## config.mk

```make
export PLATFORM = sky130hd
export DESIGN_NAME = fa16_rev_seq
export DESIGN_NICKNAME = d
export VERILOG_FILES = /design/src/rtl/fa16_rev_pkg.sv /design/src/rtl/fa16_rev_seq.sv
export SDC_FILE = /design/constraint.sdc
export NUM_CORES = 1
export LEC_CHECK = 0
export BUFFER_PORTS_ARGS = -buffer_cell sky130_fd_sc_hd__buf_2
export CAP_MARGIN = 10
export CORE_AREA = 4 4 111 92
export CTS_CLUSTER_DIAMETER = 60
export CTS_CLUSTER_SIZE = 14
export DETAILED_ROUTE_END_ITERATION = 12
export DIE_AREA = 0 0 115 96
export PLACE_DENSITY_LB_ADDON = 0.15
export SLEW_MARGIN = 10
export SYNTH_ARGS = -nofsm -noshare
export SYNTH_HDL_FRONTEND = slang
export SYNTH_SLANG_ARGS = --single-unit
```

## constraint.sdc

```tcl
create_clock -name clk -period 2.25 [get_ports clk]
set_input_delay 0.3375 -clock clk [delete_from_list [all_inputs] [get_ports clk]]
set_output_delay 0.3375 -clock clk [all_outputs]
set_load 0.01 [all_outputs]
```

## src/rtl/fa16_rev_pkg.sv

```systemverilog
// Shared types for the fa16_rev compute/uncompute sequencer.
package fa16_rev_pkg;

  localparam int FA16_W = 16;

  typedef enum logic [1:0] {
    IDLE,
    FWD,
    BWD,
    DONE
  } fa16_state_e;

  typedef struct packed {
    logic [FA16_W-1:0] a;
    logic [FA16_W-1:0] b;
    logic              c0;
    logic              z;
  } fa16_opnd_t;

  typedef struct packed {
    logic [FA16_W-1:0] s;
    logic [FA16_W-1:0] a_b;
    logic              c0_b;
    logic              c15;
  } fa16_res_t;

endpackage

```

## src/rtl/fa16_rev_seq.sv

```systemverilog
// Drives one fa16_rev adder forward then backward and checks that the
// original operands are regenerated bit-for-bit.
module fa16_rev_seq
  import fa16_rev_pkg::*;
#(
  parameter int SETTLE = 2
) (
  input  logic              clk,
  input  logic              rst,
  input  logic              in_valid,
  output logic              in_ready,
  input  logic [FA16_W-1:0] in_a,
  input  logic [FA16_W-1:0] in_b,
  input  logic              in_c0,
  input  logic              in_z,
  output logic              out_valid,
  input  logic              out_ready,
  output logic [FA16_W-1:0] out_s,
  output logic              out_c15,
  output logic              out_err,
  output logic              dir,
  output logic [FA16_W-1:0] f_a,
  output logic [FA16_W-1:0] f_b,
  output logic              f_c0_f,
  output logic              f_z,
  input  logic [FA16_W-1:0] f_s,
  input  logic [FA16_W-1:0] f_a_b,
  input  logic              f_c0_b,
  input  logic              f_c15,
  output logic [FA16_W-1:0] r_s,
  output logic [FA16_W-1:0] r_a_b,
  output logic              r_c0_b,
  output logic              r_c15,
  input  logic [FA16_W-1:0] r_a,
  input  logic [FA16_W-1:0] r_b,
  input  logic              r_c0_f,
  input  logic              r_z
);

  generate
    if (SETTLE < 1) begin : g_bad_settle
      $error("fa16_rev_seq: SETTLE must be at least 1");
    end
  endgenerate

  localparam int CW = $clog2(SETTLE + 1);
  localparam logic [CW-1:0] LOAD = CW'(SETTLE - 1);

  fa16_state_e state_q, state_d;
  logic [CW-1:0] cnt_q, cnt_d;
  fa16_opnd_t opnd_q, opnd_d;
  fa16_res_t res_q, res_d;
  logic dir_q, dir_d;
  logic fwd_err_q, fwd_err_d;
  logic out_valid_q, out_valid_d;
  logic out_err_q, out_err_d;
  fa16_opnd_t rec;
  logic mismatch;

  always_comb begin
    state_d     = state_q;
    cnt_d       = cnt_q;
    opnd_d      = opnd_q;
    res_d       = res_q;
    dir_d       = dir_q;
    fwd_err_d   = fwd_err_q;
    out_valid_d = out_valid_q;
    out_err_d   = out_err_q;
    rec.a       = r_a;
    rec.b       = r_b;
    rec.c0      = r_c0_f;
    rec.z       = r_z;
    mismatch    = (rec != opnd_q);
    unique case (state_q)
      IDLE: begin
        if (in_valid) begin
          opnd_d.a  = in_a;
          opnd_d.b  = in_b;
          opnd_d.c0 = in_c0;
          opnd_d.z  = in_z;
          cnt_d     = LOAD;
          state_d   = FWD;
        end
      end
      FWD: begin
        if (cnt_q == '0) begin
          res_d.s    = f_s;
          res_d.a_b  = f_a_b;
          res_d.c0_b = f_c0_b;
          res_d.c15  = f_c15;
          fwd_err_d  = (f_a_b != opnd_q.a);
          cnt_d      = LOAD;
          // result capture and dir flip share this edge
          dir_d      = 1'b1;
          state_d    = BWD;
        end else begin
          cnt_d = cnt_q - 1'b1;
        end
      end
      BWD: begin
        if (cnt_q == '0) begin
          out_err_d   = fwd_err_q | mismatch;
          out_valid_d = 1'b1;
          state_d     = DONE;
        end else begin
          cnt_d = cnt_q - 1'b1;
        end
      end
      DONE: begin
        if (out_ready) begin
          out_valid_d = 1'b0;
          dir_d       = 1'b0;
          state_d     = IDLE;
        end
      end
      default: state_d = IDLE;
    endcase
  end

  always_ff @(posedge clk or posedge rst) begin
    if (rst) begin
      state_q     <= IDLE;
      cnt_q       <= '0;
      opnd_q      <= '0;
      res_q       <= '0;
      dir_q       <= 1'b0;
      fwd_err_q   <= 1'b0;
      out_valid_q <= 1'b0;
      out_err_q   <= 1'b0;
    end else begin
      state_q     <= state_d;
      cnt_q       <= cnt_d;
      opnd_q      <= opnd_d;
      res_q       <= res_d;
      dir_q       <= dir_d;
      fwd_err_q   <= fwd_err_d;
      out_valid_q <= out_valid_d;
      out_err_q   <= out_err_d;
    end
  end

  assign in_ready  = (state_q == IDLE) & ~rst;
  assign out_valid = out_valid_q;
  assign out_s     = res_q.s;
  assign out_c15   = res_q.c15;
  assign out_err   = out_err_q;
  assign dir       = dir_q;
  assign f_a       = opnd_q.a;
  assign f_b       = opnd_q.b;
  assign f_c0_f    = opnd_q.c0;
  assign f_z       = opnd_q.z;
  assign r_s       = res_q.s;
  assign r_a_b     = res_q.a_b;
  assign r_c0_b    = res_q.c0_b;
  assign r_c15     = res_q.c15;

endmodule

```

==> qor.csv, run 1 <==
stage;metric;value;unit
power_and_ir_drop;power_frac_clock;22.0;%
detailed_routing;wire_per_inst;15.9;um
flow_run;cap_violations;0;
synthesis;synthFlopType;dfrtp_1;
finish;final_common_cell;buf_2;
cts;insertion_delay;0.32;ns
timing;hold_viol_final;0;
power_and_ir_drop;intPower;4.96;mW
synthesis;synth_seq_area_share;52.0;%
timing;tns;0;ns
synthesis;synth_area_per_cell;13.1;um2
timing;fmax;0.524;GHz
power_and_ir_drop;swShare;34.6;%
power_and_ir_drop;ir_worst_vdd;623;uV
finish;drive_gt1_share;60.9;%
grt;grt_pass1_vias;2933;
synthesis;ys_async_sr_fraction;100;%
grt;grt_usage;17.0;%
timing;period_minus_slack;1.91;ns
power_and_ir_drop;p_leak;2.40;nW
synthesis;synth_cell_types;25;
timing;drv_slew;0;
detailed_routing;drt_pass1_iterations;4;
placed_design;routabilityCongestion;0.781;
synthesis;syn_nets;393;
synthesis;synth-seq-cells;76;
finish;layout.nets;578;
synthesis;synth_edf_count;0;
setup_path;worst-path-buf-inv;1;
finish;final_cell_mix;194 x buf_2, 76 x dfrtp_1, 69 x mux2_2, 47 x xnor2_1, 11 x nand4_1;
detailed_routing;num_vias;2721;
grt;overflow;0;
detailed_routing;drt_iter0_drc;70;
die;coreArea;0.00900;mm2
setup_path;setup.worst_path.class;register to register;
synthesis;synthDominantCellAreaShare;52.0;%
timing;clock_skew;0.00841;ns
power_and_ir_drop;pwr-share-seq;34.9;%
power_and_ir_drop;combPwrFrac;43.2;%
power_and_ir_drop;power;7.59;mW
placed_design;port_buffers;194;
finish;n_antenna_cell;0;
outcome;status;completed;
setup_path;cp_slowest_cell;dfrtp_1;
setup_path;reg2reg_slack;0.34;ns
power_and_ir_drop;power.net_switching;2.63;mW
detailed_routing;remaining_drc_errors;0;
setup_path;critical_path.max_fanout;8;
timing;finalCritPeriodShare;84.9;%
cts;path_clk_slew;0.06;ns
grt;grt_max_degree;77;
synthesis;postSynthCellCount;280;
finish;fillers;805;
die;die_x;115;um
detailed_routing;ant_nets;0;
setup_path;end_kind;register;
grt;antenna_found_initial;0;
die;initial_core_util;40.7;%
setup_path;start_kind;register;
setup_path;crit_required;2.46;ns
placed_design;dpl.hpwl;7310;um
setup_path;max_stage_delay;0.38;ns
cts;cts_hold_buf;0;
finish;register_area;0.00190;mm2
synthesis;synth_top_area_cell;dfrtp_1;
detailed_routing;drt-total-wl;9280;um
power_and_ir_drop;power_density;1510;mW/mm2
die;chipHeight;96;um
cts;post_cts_resized;0;
cts;cts_htree_levels;3;
die;num_rows;31;
timing;rsz0062_at_grt;false;
finish;area_delta_synth_final;37.3;%
cts;postCtsSetupRepairBufs;0;
cts;clock_sinks;76;
timing;setup_viol;0;
setup_path;critPathArrivalTime;2.11;ns
setup_path;path_delay_family;simple AND/OR/NAND/NOR gates;
synthesis;synthTopCellsByArea;dfrtp_1 52%, mux2_2 21%, xnor2_1 11%;
detailed_routing;vias_per_cell;4.65;
cts;numCtsBuffers;9;
synthesis;synth_area;0.00366;mm2
die;io_pins;195;
die;die_area;0.0110;mm2
worst_hold_path;hp-class;input pin to async pin;
cts;clockRootBuffer;clkbuf_16;
cts;cts_buffer_depth;2;
timing;tightest_slew;0.610;ns
timing;slew_headroom;59.0;%
finish;multiInputGateArea;0.00157;mm2
grt;grt_pass1_wl;14500;um
synthesis;ys.warnings.count;0;
setup_path;path_cells;inv_1 > ha_1 > nand2b_1 > o21ai_0 > nor3_1 > mux2_2;
cts;cts_tree;built;
==> area by class of cell <==
cell class,instances,share of cell area (%)
clock buffer,12,5.10
clock inverter,4,1.89
inverter,8,0.672
multi-input combinational,172,31.2
sequential,76,37.8
tap,115,2.86
timing repair buffer,198,20.4
==> logic make-up after synthesis <==
kind of cell    after synthesis  share of synthesized area [%]
simple gates                 32                           4.75
compound gates               13                           2.09
fa+ha+maj                     7                           2.39
mux                          70                           21.5
flops                        76                           52.0
xor+xnor                     50                           12.0
buf+inv                      32                           5.33
==> power by group through the flow <==
stage / clock [mW] / combinational [mW] / sequential, mW
finish: 1.67 / 3.27 / 2.65
CTS: 1.71 / 3.36 / 2.66
global placement: 0 / 3.28 / 2.64
detailed placement: 0 / 3.34 / 2.67
global route: 1.78 / 3.59 / 2.77
floorplan: 0 / 1.93 / 2.91
==> through the flow <==
| stage | instances | area (um2) | worst slack [ns] | hold slack (ns) | util [%] |
|---|---|---|---|---|---|
| 3_3_place_gp | 569 | 4670 | 0.495 | 0.485 | 51.9 |
| 3_5_place_dp | 569 | 4670 | 0.344 | 0.485 | 51.9 |
| 4_1_cts | 585 | 5020 | 0.329 | 0.153 | 55.8 |
| 6_report | 585 | 5020 | 0.341 | 0.137 | 55.8 |
| 2_1_floorplan | 280 | 3660 | 0.578 | 0.451 | - |
| 5_1_grt | 585 | 5020 | 0.208 | 0.172 | 55.8 |
==> registers in the layout, summed over array words and instances (netlist names) <==
name       count
f_a           16
state_q        2
f_z            1
r_a_b         16
fwd_err_q      1
f_b           16
r_c0_b         1
dir            1
f_c0_f         1
cnt_q          2
out_c15        1
out_valid      1
out_s         16
out_err        1
==> metal layers <==
layer | up-vias | GRT usage, % | share of wire (%)
met2 | 97 | 29.2 | 51
met3 | 9 | 6.35 | 8.3
met5 | - | 0 | 0
li1 | 1315 | - | -
met4 | 0 | 4.79 | 1.0
met1 | 1300 | 20.1 | 40
==> worst reg2reg max path, delay by kind of cell, from the launching register on <==
kind / cells / cell delay (ns)
and+or+nand+nor: 2 / 0.47
DFF: 1 / 0.38
muxes: 1 / 0.38
adders and majority gates: 1 / 0.33
AOI/OAI and AO/OA: 1 / 0.13
buffers and inverters: 1 / 0.10
==> final timing paths <==
path / depth (start not counted) / endpoint / from
worst max-delay path: 6 / state_q[1] / cnt_q[0]
worst min-delay path: 3 / dir / rst
worst max register to register: 6 / state_q[1] / cnt_q[0]
worst min register to register: 2 / fwd_err_q / fwd_err_q
max in group asynchronous: 3 / f_a[4] / rst
min in group clk: 2 / out_s[11] / f_s[11]
==> synthesized netlist by cell type, types with 2 or more instances <==
cell,number
nor2b_1,3
mux2_2,69
ha_1,7
xnor2_1,47
nor4_1,2
buf_4,18
nand4_1,11
nand2_1,8
dfrtp_1,76
o21ai_0,6
inv_1,8
a21oi_1,3
nor3_1,3
buf_2,6
xor2_1,3
(Power assumes the default switching activity.)
==> run 2, diff against run 1 <==
ABC_AREA = 1   (was unset)
CORE_AREA = 4 4 109 90   (was 4 4 111 92)
DIE_AREA = 0 0 113 94   (was 0 0 115 96)
clock period = 2 ns   (was 2.25 ns; I/O delays follow)
==> run 2 against run 1 <==
Net effect:
- final cell count rose by 44%
- clock skew rose by 0.0016 ns
- critical path depth fell by 1
- power rose by 0.92%
- count of clock-buffer cells in the layout fell by 2
- flip-flop and latch count did not move
- register-to-register slack improved by 0.04 ns
- non-clock buffer count rose by 4
- sequential power rose by 7%
- core utilization rose by 3.3 points
- combinational power rose by 6.4%
- highest routed layer is now met5
==> qor.csv, run 2 <==
stage;metric;value;unit;change
outcome;status;completed;;
placed_design;port_buffers;194;;unchanged
grt;grt_pass1_wl;17300;um;+19%
finish;n_antenna_cell;0;;unchanged
synthesis;synth_area_per_cell;7.40;um2;-43%
die;num_rows;31;;unchanged
timing;setup_viol;0;;unchanged
timing;hold_viol_final;0;;unchanged
grt;grt_usage;20.3;%;+3.2 points
timing;tns;0;ns;unchanged
power_and_ir_drop;power_density;1470;mW/mm2;-2.7%
timing;holdWs;0.0567;ns;-0.0804 ns
synthesis;postSynthCellCount;541;;+93%
detailed_routing;vias_per_cell;4.52;;-2.8%
die;chipHeight;94;um;-2.1%
synthesis;synthTopCellsByArea;dfrtp_1 48%, nand2_1 19%, inv_1 6.0%;;
synthesis;synth_cell_types;26;;+4.0%
cts;numCtsBuffers;9;;unchanged
setup_path;crit_required;1.70;ns;-0.76 ns
finish;layout.nets;836;;+45%
die;coreArea;0.00880;mm2;-2.2%
setup_path;max_stage_delay;0.42;ns;+0.04 ns
cts;cts_htree_levels;3;;unchanged
synthesis;synthFlopType;dfrtp_1;;
synthesis;synth_most_common_cell;nand2_1;;
detailed_routing;drt-total-wl;10700;um;+15%
timing;period_minus_slack;1.71;ns;
timing;tightest_slew;0.594;ns;-0.0154 ns
grt;grt_pass1_vias;3712;;+27%
synthesis;synth_common_cells;202 x nand2_1, 76 x dfrtp_1, 64 x inv_1;;
setup_path;cp_slowest_cell;dfrtp_1;;
finish;fillers;857;;+6.5%
cts;cts_hold_buf;0;;unchanged
power_and_ir_drop;ir_worst_vdd;676;uV;+8.5%
setup_path;path_delay_family;flip-flops;;
timing;fmax;0.585;GHz;
setup_path;path_cells;inv_1 > ha_1 > inv_1 > nor2_1 > buf_2;;
die;die_area;0.0106;mm2;-3.8%
worst_hold_path;hp-class;input pin to async pin;;
finish;final_common_cell;nand2_1;;
timing;drv_slew;0;;unchanged
detailed_routing;wire_per_inst;12.7;um;-20%
placed_design;numPlacedInstances;827;;+45%
finish;drive_gt1_share;33.4;%;-27 points
finish;area_delta_synth_final;30.2;%;
grt;antenna_found_initial;2;;+2
setup_path;end_kind;output port;;
finish;final-instance-count-excl-fill;843;;+44%
synthesis;ys_async_sr_fraction;100;%;unchanged
placed_design;routabilityCongestion;0.813;;+4.1%
setup_path;worst-path-buf-inv;3;;+2
finish;postLayoutCellArea;0.00521;mm2;+3.7%
synthesis;synth-seq-cells;76;;unchanged
power_and_ir_drop;p_leak;3.09;nW;+28%
timing;slew_headroom;60.4;%;+1.4 points
finish;final_core_util;59.2;%;+3.3 points
detailed_routing;drt_pass1_iterations;4;;unchanged
cts;clockRootBuffer;clkbuf_8;;
cts;clock_sinks;76;;unchanged
synthesis;synthDominantCellAreaShare;47.5;%;-4.5 points
synthesis;synth_area;0.00400;mm2;+9.4%
cts;cts_buffer_depth;2;;unchanged
cts;post_cts_resized;0;;unchanged
synthesis;synth_seq_area_share;47.5;%;-4.5 points
placed_design;postPlaceCellArea;0.00499;mm2;+6.7%
cts;insertion_delay;0.35;ns;+0.03 ns
synthesis;synth_top_area_cell;dfrtp_1;;
timing;finalCritPeriodShare;85.5;%;
placed_design;dpl.hpwl;8400;um;+15%
detailed_routing;num_vias;3810;;+40%
cts;path_clk_slew;0.09;ns;+0.03 ns
setup_path;path_common_cell;inv_1;;
flow_run;cap_violations;0;;unchanged
finish;final_cell_mix;201 x nand2_1, 194 x buf_2, 76 x dfrtp_1, 63 x inv_1, 61 x nor2_1;;
synthesis;synth_edf_count;0;;unchanged
grt;grt_max_degree;47;;-39%
die;io_pins;195;;unchanged
synthesis;syn_nets;654;;+66%
die;die_x;113;um;-1.7%
setup_path;critical_path.max_fanout;4;;-4
setup_path;setup.worst_path.class;register to output port;;
cts;postCtsSetupRepairBufs;0;;unchanged
cts;cts_tree;built;;
setup_path;critPathArrivalTime;1.41;ns;-0.70 ns
detailed_routing;ant_nets;0;;unchanged
detailed_routing;drt_iter0_drc;173;;+150%
die;initial_core_util;45.5;%;+4.8 points
detailed_routing;remaining_drc_errors;0;;unchanged
synthesis;ys.warnings.count;0;;unchanged
timing;clock_skew;0.0101;ns;+0.00165 ns
setup_path;start_kind;register;;
grt;overflow;0;;unchanged
timing;rsz0062_at_grt;false;;
run 2: changes by cell type in the layout (fill, tap and decap cells not counted), sizes merged, moves of 3 or more:
cell	delta
nand2	+197
mux2	-66
nand4	-8
nor2	+62
nand3	+3
o21ai	+5
a21oi	+34
xnor2	-37
nor2b	-3
inv	+69
buf	+4
run 2: metrics by stage:
step                power, mW  setup slack (ns)
floorplan                5.18             0.685
global placement         6.28             0.463
detailed placement       6.39             0.376
CTS                      7.76             0.263
global route             8.34             0.167
finish                   7.66             0.290
run 2: layout make-up:
cell class                      count  area (um2)  area share [%]
Clock buffer                       10         138            2.64
Clock inverter                      6        86.3            1.66
Inverter                           76         289            5.55
Multi-Input combinational cell    358        1620            31.1
Sequential cell                    76        1900            36.5
Tap cell                          115         144            2.76
Timing Repair Buffer              202        1030            19.8
run 2: worst register-to-register path: stages, from the launching register on:
cell	delay (ns)
dfrtp_1	0.41
inv_1	0.10
ha_1	0.24
nand2_2	0.26
buf_4	0.34
nor2_1	0.08
a21oi_1	0.12
run 2: logic make-up (layout without fill, tap and decap cells):
logic type	after synthesis	after routing	synth area share (%)
AO/OA/AOI/OAI	53	53	7.06
XOR/XNOR	13	13	2.84
adder cells (fa/ha/maj)	7	7	2.19
buffers and inverters	107	294	12.1
flip-flops	76	76	47.5
multiplexers	3	3	0.844
AND/OR/NAND/NOR	282	282	27.5
run 2: power breakdown:
group	internal [mW]	total, mW	switching (mW)
Combinational	1.46	3.48	2.02
Sequential	2.26	2.84	0.574
Clock	0.737	1.33	0.598
Total	4.46	7.66	3.20
run 2: final timing paths:
kind / depth (start not counted) / endpoint / slack [ns] / start
max: 5 / in_ready / 0.29 / state_q[1]
min: 3 / f_b[3] / 0.06 / rst
max reg2reg: 6 / f_c0_f / 0.38 / state_q[0]
min reg2reg: 2 / r_c0_b / 0.48 / r_c0_b
max in group asynchronous: 3 / r_a_b[9] / 1.46 / rst
min in group clk: 3 / out_s[7] / 0.14 / f_s[7]
run 2: per-layer routing:
layer  wire, um  GRT usage (%)  share of wire (%)  vias to the layer above
li1           -              -                  -                     1971
met1       4610           25.4                 43                     1705
met2       4980           33.4                 47                      115
met3        940           7.92                8.8                       15
met4        137           4.30                1.3                        4
met5         14              0               0.13                        -
